### src/rtl/imem_loader_pkg.sv
// Shared definitions for the instruction-memory loader.
// Holds the loader state encoding, the word geometry, the header byte order,
// and a small helper that tells which states consume stream bytes.
// Optional feature macro: IMEM_LOADER_CHECKSUM_EN (enables the StChk state).
package imem_loader_pkg;

  typedef enum logic [2:0] {
    StIdle,
    StLenHi,
    StLenLo,
    StData,
    StChk,
    StDone,
    StErr
  } state_e;

  localparam int unsigned BYTES_PER_WORD = 4;

  // Program-length header arrives most significant byte first.
  localparam bit LEN_MSB_FIRST = 1'b1;

  // States in which the loader asserts in_ready.
  function automatic logic takes_bytes(state_e s);
    return (s == StLenHi) || (s == StLenLo) || (s == StData) || (s == StChk);
  endfunction

endpackage

### src/rtl/imem_loader_if.sv
// Byte-stream input and instruction-memory write port of the loader.
// Signals:
//   in_data/in_valid/in_ready : byte stream from the host link receiver
//   mem_we/mem_addr/mem_wdata : single write port into the instruction RAM
// Modports:
//   master : environment side (drives the stream, observes the write port)
//   slave  : loader side
interface imem_loader_if #(
  parameter int unsigned ADDR_W = 31
);
  logic [7:0]        in_data;
  logic              in_valid;
  logic              in_ready;
  logic              mem_we;
  logic [ADDR_W-1:0] mem_addr;
  logic [31:0]       mem_wdata;

  modport master (
    output in_data,
    output in_valid,
    input  in_ready,
    input  mem_we,
    input  mem_addr,
    input  mem_wdata
  );

  modport slave (
    input  in_data,
    input  in_valid,
    output in_ready,
    output mem_we,
    output mem_addr,
    output mem_wdata
  );
endinterface

### src/rtl/imem_loader_word_packer.sv
// Word packer: gathers accepted bytes MSB first into 32-bit words.
// Ports:
//   clk, rst_n  : clock, asynchronous active-low reset
//   clear       : drops any partial word and restarts at byte 0
//   accept      : a byte on data is taken this cycle
//   data        : stream byte
//   word_valid  : this accepted byte completes a word (combinational)
//   word        : the completed word, valid together with word_valid
module imem_loader_word_packer
  import imem_loader_pkg::*;
(
  input  logic        clk,
  input  logic        rst_n,
  input  logic        clear,
  input  logic        accept,
  input  logic [7:0]  data,
  output logic        word_valid,
  output logic [31:0] word
);

  logic [1:0]  cnt_q;
  // Only the three most recent bytes are kept; the fourth is taken straight
  // from data so the word is available in the cycle it completes.
  logic [23:0] sr_q;

  assign word       = {sr_q, data};
  assign word_valid = accept && (cnt_q == 2'(BYTES_PER_WORD - 1));

  always_ff @(posedge clk or negedge rst_n) begin
    if (!rst_n) begin
      cnt_q <= '0;
      sr_q  <= '0;
    end else if (clear) begin
      cnt_q <= '0;
      sr_q  <= '0;
    end else if (accept) begin
      cnt_q <= cnt_q + 2'd1;
      sr_q  <= word[23:0];
    end
  end

endmodule

### src/rtl/imem_loader.sv
// Instruction-memory loader.
// Receives a big-endian byte stream: a 2-byte program length (in words)
// followed by the program words, packs them into 32-bit words and writes them
// into the instruction RAM. The CPU is held in reset while loading and is
// released only after a complete, accepted image.
// Ports:
//   clk, rst_n : clock, asynchronous active-low reset
//   start      : one-cycle pulse, begins a new load (aborts any load in progress)
//   bus        : byte stream in, memory write port out (imem_loader_if.slave)
//   cpu_hold   : keep CPU in reset
//   done       : load completed successfully
//   err        : load rejected or corrupt
// Optional feature: define IMEM_LOADER_CHECKSUM_EN to require a trailing XOR
// checksum byte after the last program word.
module imem_loader
  import imem_loader_pkg::*;
#(
  parameter int unsigned MEM_WORDS = 32,
  parameter int unsigned ADDR_W    = 31,
  parameter int unsigned LEN_W     = 16
) (
  input  logic         clk,
  input  logic         rst_n,
  input  logic         start,
  imem_loader_if.slave bus,
  output logic         cpu_hold,
  output logic         done,
  output logic         err
);

  localparam int unsigned IDX_W = $clog2(MEM_WORDS + 1);

  state_e            state_q, state_d;
  logic              in_ready_q;
  logic              mem_we_q;
  logic [ADDR_W-1:0] mem_addr_q;
  logic [31:0]       mem_wdata_q;
  logic              cpu_hold_q;
  logic              done_q;
  logic              err_q;
  logic [IDX_W-1:0]  word_idx_q;
  logic [LEN_W-1:0]  len_q;
  logic [LEN_W-1:0]  len_d;
  logic [7:0]        len_first_q;

  logic              byte_acc;
  logic              data_acc;
  logic              last_word;
  logic              word_valid;
  logic [31:0]       word;

  // start wins over a byte offered in the same cycle: the byte is dropped.
  assign byte_acc  = bus.in_valid && in_ready_q && !start;
  assign data_acc  = byte_acc && (state_q == StData);
  assign len_d     = LEN_MSB_FIRST ? LEN_W'({len_first_q, bus.in_data})
                                   : LEN_W'({bus.in_data, len_first_q});
  assign last_word = (LEN_W'(word_idx_q) == len_q - LEN_W'(1));

  imem_loader_word_packer u_packer (
    .clk        (clk),
    .rst_n      (rst_n),
    .clear      (start),
    .accept     (data_acc),
    .data       (bus.in_data),
    .word_valid (word_valid),
    .word       (word)
  );

`ifdef IMEM_LOADER_CHECKSUM_EN
  logic [7:0] csum_q;

  always_ff @(posedge clk or negedge rst_n) begin
    if (!rst_n) begin
      csum_q <= '0;
    end else if (start) begin
      csum_q <= '0;
    end else if (data_acc) begin
      csum_q <= csum_q ^ bus.in_data;
    end
  end
`endif

  always_comb begin
    state_d = state_q;
    unique case (state_q)
      StIdle: state_d = StIdle;
      StLenHi: begin
        if (byte_acc) state_d = StLenLo;
      end
      StLenLo: begin
        if (byte_acc) begin
          if (len_d == '0) begin
            state_d = StDone;
          end else if (32'(len_d) > MEM_WORDS) begin
            state_d = StErr;
          end else begin
            state_d = StData;
          end
        end
      end
      StData: begin
        if (word_valid && last_word) begin
`ifdef IMEM_LOADER_CHECKSUM_EN
          state_d = StChk;
`else
          state_d = StDone;
`endif
        end
      end
      StChk: begin
`ifdef IMEM_LOADER_CHECKSUM_EN
        if (byte_acc) state_d = (bus.in_data == csum_q) ? StDone : StErr;
`else
        // Unreachable without the checksum feature.
        state_d = StErr;
`endif
      end
      StDone: state_d = StDone;
      StErr:  state_d = StErr;
      default: state_d = StIdle;
    endcase
    if (start) state_d = StLenHi;
  end

  always_ff @(posedge clk or negedge rst_n) begin
    if (!rst_n) begin
      state_q     <= StIdle;
      in_ready_q  <= 1'b0;
      mem_we_q    <= 1'b0;
      mem_addr_q  <= '0;
      mem_wdata_q <= '0;
      cpu_hold_q  <= 1'b0;
      done_q      <= 1'b0;
      err_q       <= 1'b0;
      word_idx_q  <= '0;
      len_q       <= '0;
      len_first_q <= '0;
    end else begin
      state_q    <= state_d;
      in_ready_q <= takes_bytes(state_d);
      // word_valid is already suppressed by start, so an aborted word never writes.
      mem_we_q   <= word_valid;
      if (word_valid) begin
        mem_addr_q  <= ADDR_W'(word_idx_q) << $clog2(BYTES_PER_WORD);
        mem_wdata_q <= word;
      end
      if (start) begin
        word_idx_q <= '0;
        len_q      <= '0;
        done_q     <= 1'b0;
        err_q      <= 1'b0;
        cpu_hold_q <= 1'b1;
      end else begin
        if (word_valid) word_idx_q <= word_idx_q + IDX_W'(1);
        if (byte_acc && (state_q == StLenHi)) len_first_q <= bus.in_data;
        if (byte_acc && (state_q == StLenLo)) len_q <= len_d;
        if (state_d == StDone) begin
          done_q     <= 1'b1;
          cpu_hold_q <= 1'b0;
        end
        if (state_d == StErr) begin
          err_q      <= 1'b1;
          cpu_hold_q <= 1'b1;
        end
      end
    end
  end

  assign bus.in_ready  = in_ready_q;
  assign bus.mem_we    = mem_we_q;
  assign bus.mem_addr  = mem_addr_q;
  assign bus.mem_wdata = mem_wdata_q;
  assign cpu_hold      = cpu_hold_q;
  assign done          = done_q;
  assign err           = err_q;

endmodule

### src/flat_wrapper.sv
// flat-port wrapper written by rule: the top's interface ports become plain ports
module imem_loader_flat import imem_loader_pkg::*;
#(
  parameter int unsigned MEM_WORDS = 32,
  parameter int unsigned ADDR_W    = 31,
  parameter int unsigned LEN_W     = 16
)
  (clk, rst_n, start, cpu_hold, done, err, bus_in_data, bus_in_valid, bus_in_ready, bus_mem_we, bus_mem_addr, bus_mem_wdata);
  imem_loader_if #(.ADDR_W(ADDR_W)) bus_i ();
  input  logic clk;
  input  logic rst_n;
  input  logic start;
  output logic cpu_hold;
  output logic done;
  output logic err;
  input wire logic [$bits(bus_i.in_data)-1:0] bus_in_data;
  input wire logic [$bits(bus_i.in_valid)-1:0] bus_in_valid;
  output wire logic [$bits(bus_i.in_ready)-1:0] bus_in_ready;
  output wire logic [$bits(bus_i.mem_we)-1:0] bus_mem_we;
  output wire logic [$bits(bus_i.mem_addr)-1:0] bus_mem_addr;
  output wire logic [$bits(bus_i.mem_wdata)-1:0] bus_mem_wdata;
  assign bus_i.in_data = bus_in_data;
  assign bus_i.in_valid = bus_in_valid;
  assign bus_in_ready = bus_i.in_ready;
  assign bus_mem_we = bus_i.mem_we;
  assign bus_mem_addr = bus_i.mem_addr;
  assign bus_mem_wdata = bus_i.mem_wdata;
  imem_loader #(.MEM_WORDS(MEM_WORDS), .ADDR_W(ADDR_W), .LEN_W(LEN_W)) u_core (.clk(clk), .rst_n(rst_n), .start(start), .bus(bus_i), .cpu_hold(cpu_hold), .done(done), .err(err));
endmodule
### config.mk
export PLATFORM = sky130hd
export DESIGN_NAME = imem_loader_flat
export DESIGN_NICKNAME = d
export VERILOG_FILES = /design/src/rtl/imem_loader_pkg.sv /design/src/rtl/imem_loader_if.sv /design/src/rtl/imem_loader_word_packer.sv /design/src/rtl/imem_loader.sv /design/src/flat_wrapper.sv
export SDC_FILE = /design/constraint.sdc
export NUM_CORES = 1
export LEC_CHECK = 0
export BUFFER_PORTS_ARGS = -buffer_cell sky130_fd_sc_hd__buf_2
export CORE_MARGIN = 2
export CORE_UTILIZATION = 45
export DETAILED_ROUTE_END_ITERATION = 8
export PLACE_DENSITY_LB_ADDON = 0.12
export SLEW_MARGIN = 20
export SYNTH_ARGS = -nofsm -noshare
export SYNTH_HDL_FRONTEND = slang
export SYNTH_HIERARCHICAL = 1
export SYNTH_SLANG_ARGS = --single-unit
### constraint.sdc
create_clock -name clk -period 8.9 [get_ports clk]
set_input_delay 0.89 -clock clk [delete_from_list [all_inputs] [get_ports clk]]
set_output_delay 0.89 -clock clk [all_outputs]
set_load 0.01 [all_outputs]
== Word level (Yosys, flattened, before mapping) ==
Cells that the tools add are included.

* Memories kept: 0
* Latch bits: 0
* Register bits after elaboration: 102
* Bits in read-only memories: 0
* Bits in writable memories: 0

* Reductions and logical operators: 20
* $mul: 0
* $lt $le $gt $ge: 1
* Div/mod/pow operators: 0
* Equality and inequality tests: 14
* Shifts and indexed selects: 0
* Bitwise operators: 1
* Multiplexer cells: 22
* Add/sub/neg operators: 3

{| class="wikitable"
|+ Operators with widths
! kind !! number
|-
| 24-bit 2-to-1 mux || 2
|-
| 16-bit 2-to-1 mux || 2
|-
| 3-bit == test, second input constant || 6
|-
| 3-bit 2-to-1 mux || 6
|-
| 6-bit by 16-bit == test with 1-bit output || 1
|-
| 16-bit by 6-bit > comparator with 1-bit output, second input constant || 1
|-
| 16-bit zero test || 1
|-
| 16-bit by 1-bit subtractor with 16-bit output, second input constant || 1
|-
| 3-bit case mux with 5 select lines || 1
|-
| 3-bit by 2-bit == test with 1-bit output, second input constant || 4
|-
| 6-bit 2-to-1 mux || 2
|-
| 2-bit nonzero test || 5
|-
| 1-bit logical AND || 7
|-
| 1-bit 2-to-1 mux || 7
|-
| 6-bit by 1-bit adder with 6-bit output, second input constant || 1
|-
| 3-bit by 1-bit == test with 1-bit output, second input constant || 2
|-
| 2-bit 2-to-1 mux || 2
|-
| 1-bit logical OR || 3
|-
| 3-bit nonzero test || 1
|-
| 2-bit by 1-bit adder with 2-bit output, second input constant || 1
|-
| 2-bit == test, second input constant || 1
|-
| 2-bit AND reduction || 1
|-
| 2-bit OR reduction || 1
|-
| 1-bit zero test || 1
|-
| 1-bit inverter || 1
|}

== Longest topological paths before layout ==
* Depth after elaboration: 12
* Mapped depth: 12

== By module ==
The synthesis kept the hierarchy.

{| class="wikitable"
|+ By module, submodules not included
! module !! cells each !! area each (µm²) !! instances
|-
| imem_loader || 314 || 3604.7 || 1
|-
| imem_loader_word_packer || 94 || 1153.6 || 1
|}

== Least setup slack after synthesis ==
Ideal clock, no wire load.

* Path type: input to register
* Start: input start
* End: register u_core.cpu_hold_q (netlist: u_core/cpu_hold)
* Buffers on the path: 5
* Path slack: 5325 ps
* Cell stages on the path: 12
* Data arrival time: 3450 ps
* Cells stage by stage: clkbuf_1 -> clkbuf_1 -> nor4_1 -> buf_6 -> buf_12 -> and2_1 -> clkbuf_1 -> nand4_1 -> a211oi_1 -> nand4b_1 -> o41a_2 -> mux2_4

* Cells in the longest elaborated chain, start to end: 11

{| class="wikitable"
|+ RTL lines
! what !! line !! source
|-
| from (decl) || flat_wrapper.sv:12 || <nowiki>input logic start;</nowiki>
|-
| 1-bit zero test (*) || imem_loader.sv:53 || <nowiki>assign byte_acc = bus.in_valid && in_ready_q && !start;</nowiki>
|-
| 1-bit logical AND (*) || imem_loader.sv:53 ||
|-
| 1-bit logical AND (*) || imem_loader.sv:54 || <nowiki>assign data_acc = byte_acc && (state_q == StData);</nowiki>
|-
| net u_core.data_acc || imem_loader.sv:47 || <nowiki>logic data_acc;</nowiki>
|-
| 1-bit logical AND (*) || imem_loader_word_packer.sv:27 || <nowiki>assign word_valid = accept && (cnt_q == 2'(BYTES_PER_WORD - 1));</nowiki>
|-
| net u_core.word_valid || imem_loader.sv:49 || <nowiki>logic word_valid;</nowiki>
|-
| 1-bit logical AND (*) || imem_loader.sv:102 || <nowiki>if (word_valid && last_word) begin</nowiki>
|-
| 3-bit 2-to-1 mux (*) || imem_loader.sv:102 ||
|-
| 3-bit case mux with 5 select lines (*) || imem_loader.sv:85 || <nowiki>unique case (state_q)</nowiki>
|-
| 3-bit 2-to-1 mux (*) || imem_loader.sv:122 || <nowiki>if (start) state_d = StLenHi;</nowiki>
|-
| 3-bit == test || imem_loader.sv:161 || <nowiki>if (state_d == StErr) begin</nowiki>
|-
| 1-bit 2-to-1 mux || imem_loader.sv:161 ||
|-
| 1-bit 2-to-1 mux || imem_loader.sv:147 || <nowiki>if (start) begin</nowiki>
|-
| to (signal assigned) || imem_loader.sv:152 || <nowiki>cpu_hold_q <= 1'b1;</nowiki>
|-
| to (signal assigned) || imem_loader.sv:159 || <nowiki>cpu_hold_q <= 1'b0;</nowiki>
|-
| to (signal assigned) || imem_loader.sv:163 || <nowiki>cpu_hold_q <= 1'b1;</nowiki>
|-
| to (decl) || imem_loader.sv:38 || <nowiki>logic cpu_hold_q;</nowiki>
|}

Mark *: on every way through the listed nets, which the timed path passes. The rest lies on a longest branch.
A chain may end at the register's enable or synchronous reset.

== Worst setup path after layout ==
Ends and elaborated chain as after synthesis.

==> run_results.csv <==
group,metric,value,unit
status,status,"completed",
routing,detail_route.iter0.violations,114,
finish,fill_cells,961,
timing,clock_skew,0.0108,ns
routing,remaining_drc_errors,0,
placement,hpwlAfterDp,5.78,mm
synth,synthCells,408,
grt,use_met2,0.252,
timing,finalHoldViolations,0,
clock_tree,cts_buffers,9,
finish,final_cells,586,
run,drv_cap,0,
floorplan,boundaryPins,80,
routing,vias,2981,
routing,routedWlPerCell,14.8,um
synth,yosys.area.top_type_share,0.536,
timing,timing.slew.headroom,0.284,
synth,yosysTopAreaCell,"dfrtp_1",
setup_path,cp_top_family,"simple AND/OR/NAND/NOR gates",
clock_tree,clock-sinks,102,
setup_path,path_buf_inv,2,
grt,grtUsageMet3,0.0237,
grt,grt_pass1_wl,14.9,mm
synth,syn_area,4760,um2
placement,dp.cells,570,
clock_tree,cts.clk_slew.worst_paths,0.09,ns
timing,post-route-period-util,0.485,
power_and_ir_drop,p_total,0.878,mW
floorplan,die_w,107,um
setup_path,cp_slowest_cell,"and2_2",
floorplan,core.rowCount,37,
floorplan,die_area,11400,um2
routing,dr.pass1.iters,4,
clock_tree,cts_resized,0,
timing,fin_tns_setup,0,ns
routing,antenna_left,0,
timing,max_freq,232,MHz
grt,grt-ovfl-total,0,
placement,routabilityCongestion,0.732,
synth,synth_edf_count,0,
finish,area_delta_synth_final,8.15,%
floorplan,core_area,10300,um2
synth,synth.area.top_cells,"dfrtp_1, mux2_2, mux2i_1, buf_4, nor2_1",
clock_tree,cts_buffer_depth,2,
clock_tree,ctsHoldBuffers,0,
clock_tree,clock_latency,0.35,ns
setup_path,worstSetupEndpointType,"register",
synth,seq_area_frac_synth,0.536,
power_and_ir_drop,pwr_density_cell,171,nW/um2
grt,antenna_found_initial,0,
setup_path,crit_path_max_incr_delay,0.96,ns
grt,grtUsageTotal,0.164,
grt,grt_max_degree,63,
finish,diodes,0,
synth,ys.warnings.count,6,
setup_path,cp-start-kind,"input pin",
setup_path,critPathKind,"input pin to register",
min_path,hp-class,"input pin to asynchronous set/reset pin",
finish,drive_gt1_frac,0.291,
setup_path,crit_path_max_fanout,59,
routing,finalWirelength,8.70,mm
timing,fin_crit,4.31,ns
placement,io_buffers,54,
routing,vias_per_cell,5.09,
setup_path,required,9.15,ns
clock_tree,post-cts-setup-buffers,0,
grt,grt_pass1_vias,2921,
timing,setup_viol,0,
floorplan,start_util,0.463,
synth,ys_types,50,
finish,layout.nets,460,
clock_tree,cts_tree,"built",
floorplan,die_y,107,um
synth,ys_seq_elements,102,
clock_tree,cts_max_level,3,
power_and_ir_drop,p_leak,2.58,nW
timing,rsz0062_at_grt,"false",
grt,grt_busiest_layer,"met2",
power_and_ir_drop,peakVddDrop,100,uV
clock_tree,root_buffer,"clkbuf_8",
synth,synth_area_per_cell,11.7,um2
synth,synth-main-ff-cell,"dfrtp_1",
timing,tightest_slew,1.07,ns
grt,gr-usage-met1,0.239,
timing,slew_violations,0,
synth,postSynth.asyncResetShare,1.00,
setup_path,cp_data_arrival_time,4.56,ns
setup_path,crit_path_cell_trace,"buf_2 -> nor4_2 -> buf_4 -> and2_2 -> nand4_1 -> a211oi_1 -> nand4b_1 -> o41a_2 -> mux2_4",
[layout by cell type, fill, tap and decap left out, types with 3 or more instances in the layout]
cell      Yosys  layout
or2_2         3       3
o21bai_1      3       3
ha_1          3       3
mux2i_1      26      26
nor3_1        9       9
dfrtp_1     102     102
buf_2         4      53
clkbuf_8      0      11
mux2_2       47      47
nand4_1       6       6
inv_1         5       5
or3_1         3       3
buf_4        34       3
nand3b_1     12      12
nor4_1        5       4
nor2_1       35      35
a21oi_1       9       9
nand2_1      34      34
nand3_1       3       3
xor2_1        8       8
xnor2_1       5       5
o31ai_1       3       3
o21ai_0       4       4
conb_1        1      25
[flip-flops by register name, summed over array words and instances, names as in the netlist]
signal                 cells
u_core/bus.in_ready        1
u_core/bus.mem_addr        6
u_core/bus.mem_wdata      32
u_core/bus.mem_we          1
u_core/cpu_hold            1
u_core/done                1
u_core/err                 1
u_core/len_first_q         8
u_core/len_q              16
u_core/state_q             3
u_core/u_packer/cnt_q      2
u_core/u_packer/sr_q      24
u_core/word_idx_q          6
[routing by layer]
metal	share of wire	vias to the layer above
li1	-	1431
met1	0.49	1485
met2	0.47	57
met3	0.033	8
met4	0.011	0
met5	0	-
[synthesized netlist by cell type (3+ instances only)]
cell type,n
buf_2,4
nor3_1,9
nand3_1,3
mux2_2,47
buf_4,34
nand3b_1,12
ha_1,3
nor4_1,5
mux2i_1,26
or3_1,3
nor2_1,35
o21bai_1,3
o31ai_1,3
dfrtp_1,102
nand4_1,6
clkbuf_1,11
nand2_1,34
a21oi_1,9
inv_1,5
xnor2_1,5
o21ai_0,4
or2_2,3
xor2_1,8
[worst reg2reg max path: stages, from the launching register on]
cell	delay (ns)
dfrtp_1	0.49
nand2_1	0.15
nor4_2	0.18
buf_4	0.44
and2_2	0.98
nand4_1	0.17
a211oi_1	0.22
nand4b_1	0.16
o41a_2	0.56
mux2_4	0.31
[area by class of cell]
class | count | area, um2 | share of cell area
flip-flops and latches | 102 | 2550 | 0.496
multi-input cells | 271 | 1910 | 0.371
repair buffers | 56 | 288 | 0.0559
well taps | 136 | 170 | 0.0331
clock buffers | 12 | 155 | 0.0301
clock inverters | 4 | 52.6 | 0.0102
inverters | 5 | 18.8 | 0.00365
[stage by stage]
stage                     instance area (um2)  utilization  hold slack (ns)  setup slack, ns
after floorplan                          4850            -            0.456             5.33
after global placement                   4940        0.481            0.478             4.26
after detailed placement                 4940        0.481            0.486             4.18
after CTS                                5150        0.501            0.496             4.57
after global routing                     5150        0.501            0.516             4.38
final                                    5150        0.501            0.489             4.59
[worst paths after layout]
path	slack, ns	depth (start not counted)	from	to
min in group clk	0.51	2	u_core/len_first_q[5]	u_core/len_q[13]
max	4.59	9	start	u_core/cpu_hold
max in group asynchronous	7.27	2	rst_n	u_core/len_q[9]
min reg2reg	0.51	2	u_core/len_first_q[5]	u_core/len_q[13]
max reg2reg	5.13	9	u_core/state_q[0]	u_core/cpu_hold
min	0.49	1	rst_n	u_core/bus.mem_wdata[29]
[cells by family after synthesis]
| kind of cell | synth area share |
|---|---|
| and+or+nand+nor | 0.130 |
| buffers and inverters | 0.0828 |
| xor gates and xnor gates | 0.0239 |
| adders and majority gates | 0.00789 |
| AOI/OAI and AO/OA | 0.0494 |
| DFF | 0.536 |
| muxes | 0.169 |
| other | 0.000788 |
[power breakdown]
part	internal, mW	switching [mW]	leakage (nW)
combinational	0.0321	0.0432	1.08
sequential	0.483	0.0190	1.39
clock	0.147	0.154	0.107
Note: power is estimated with default switching activity, not from simulation.
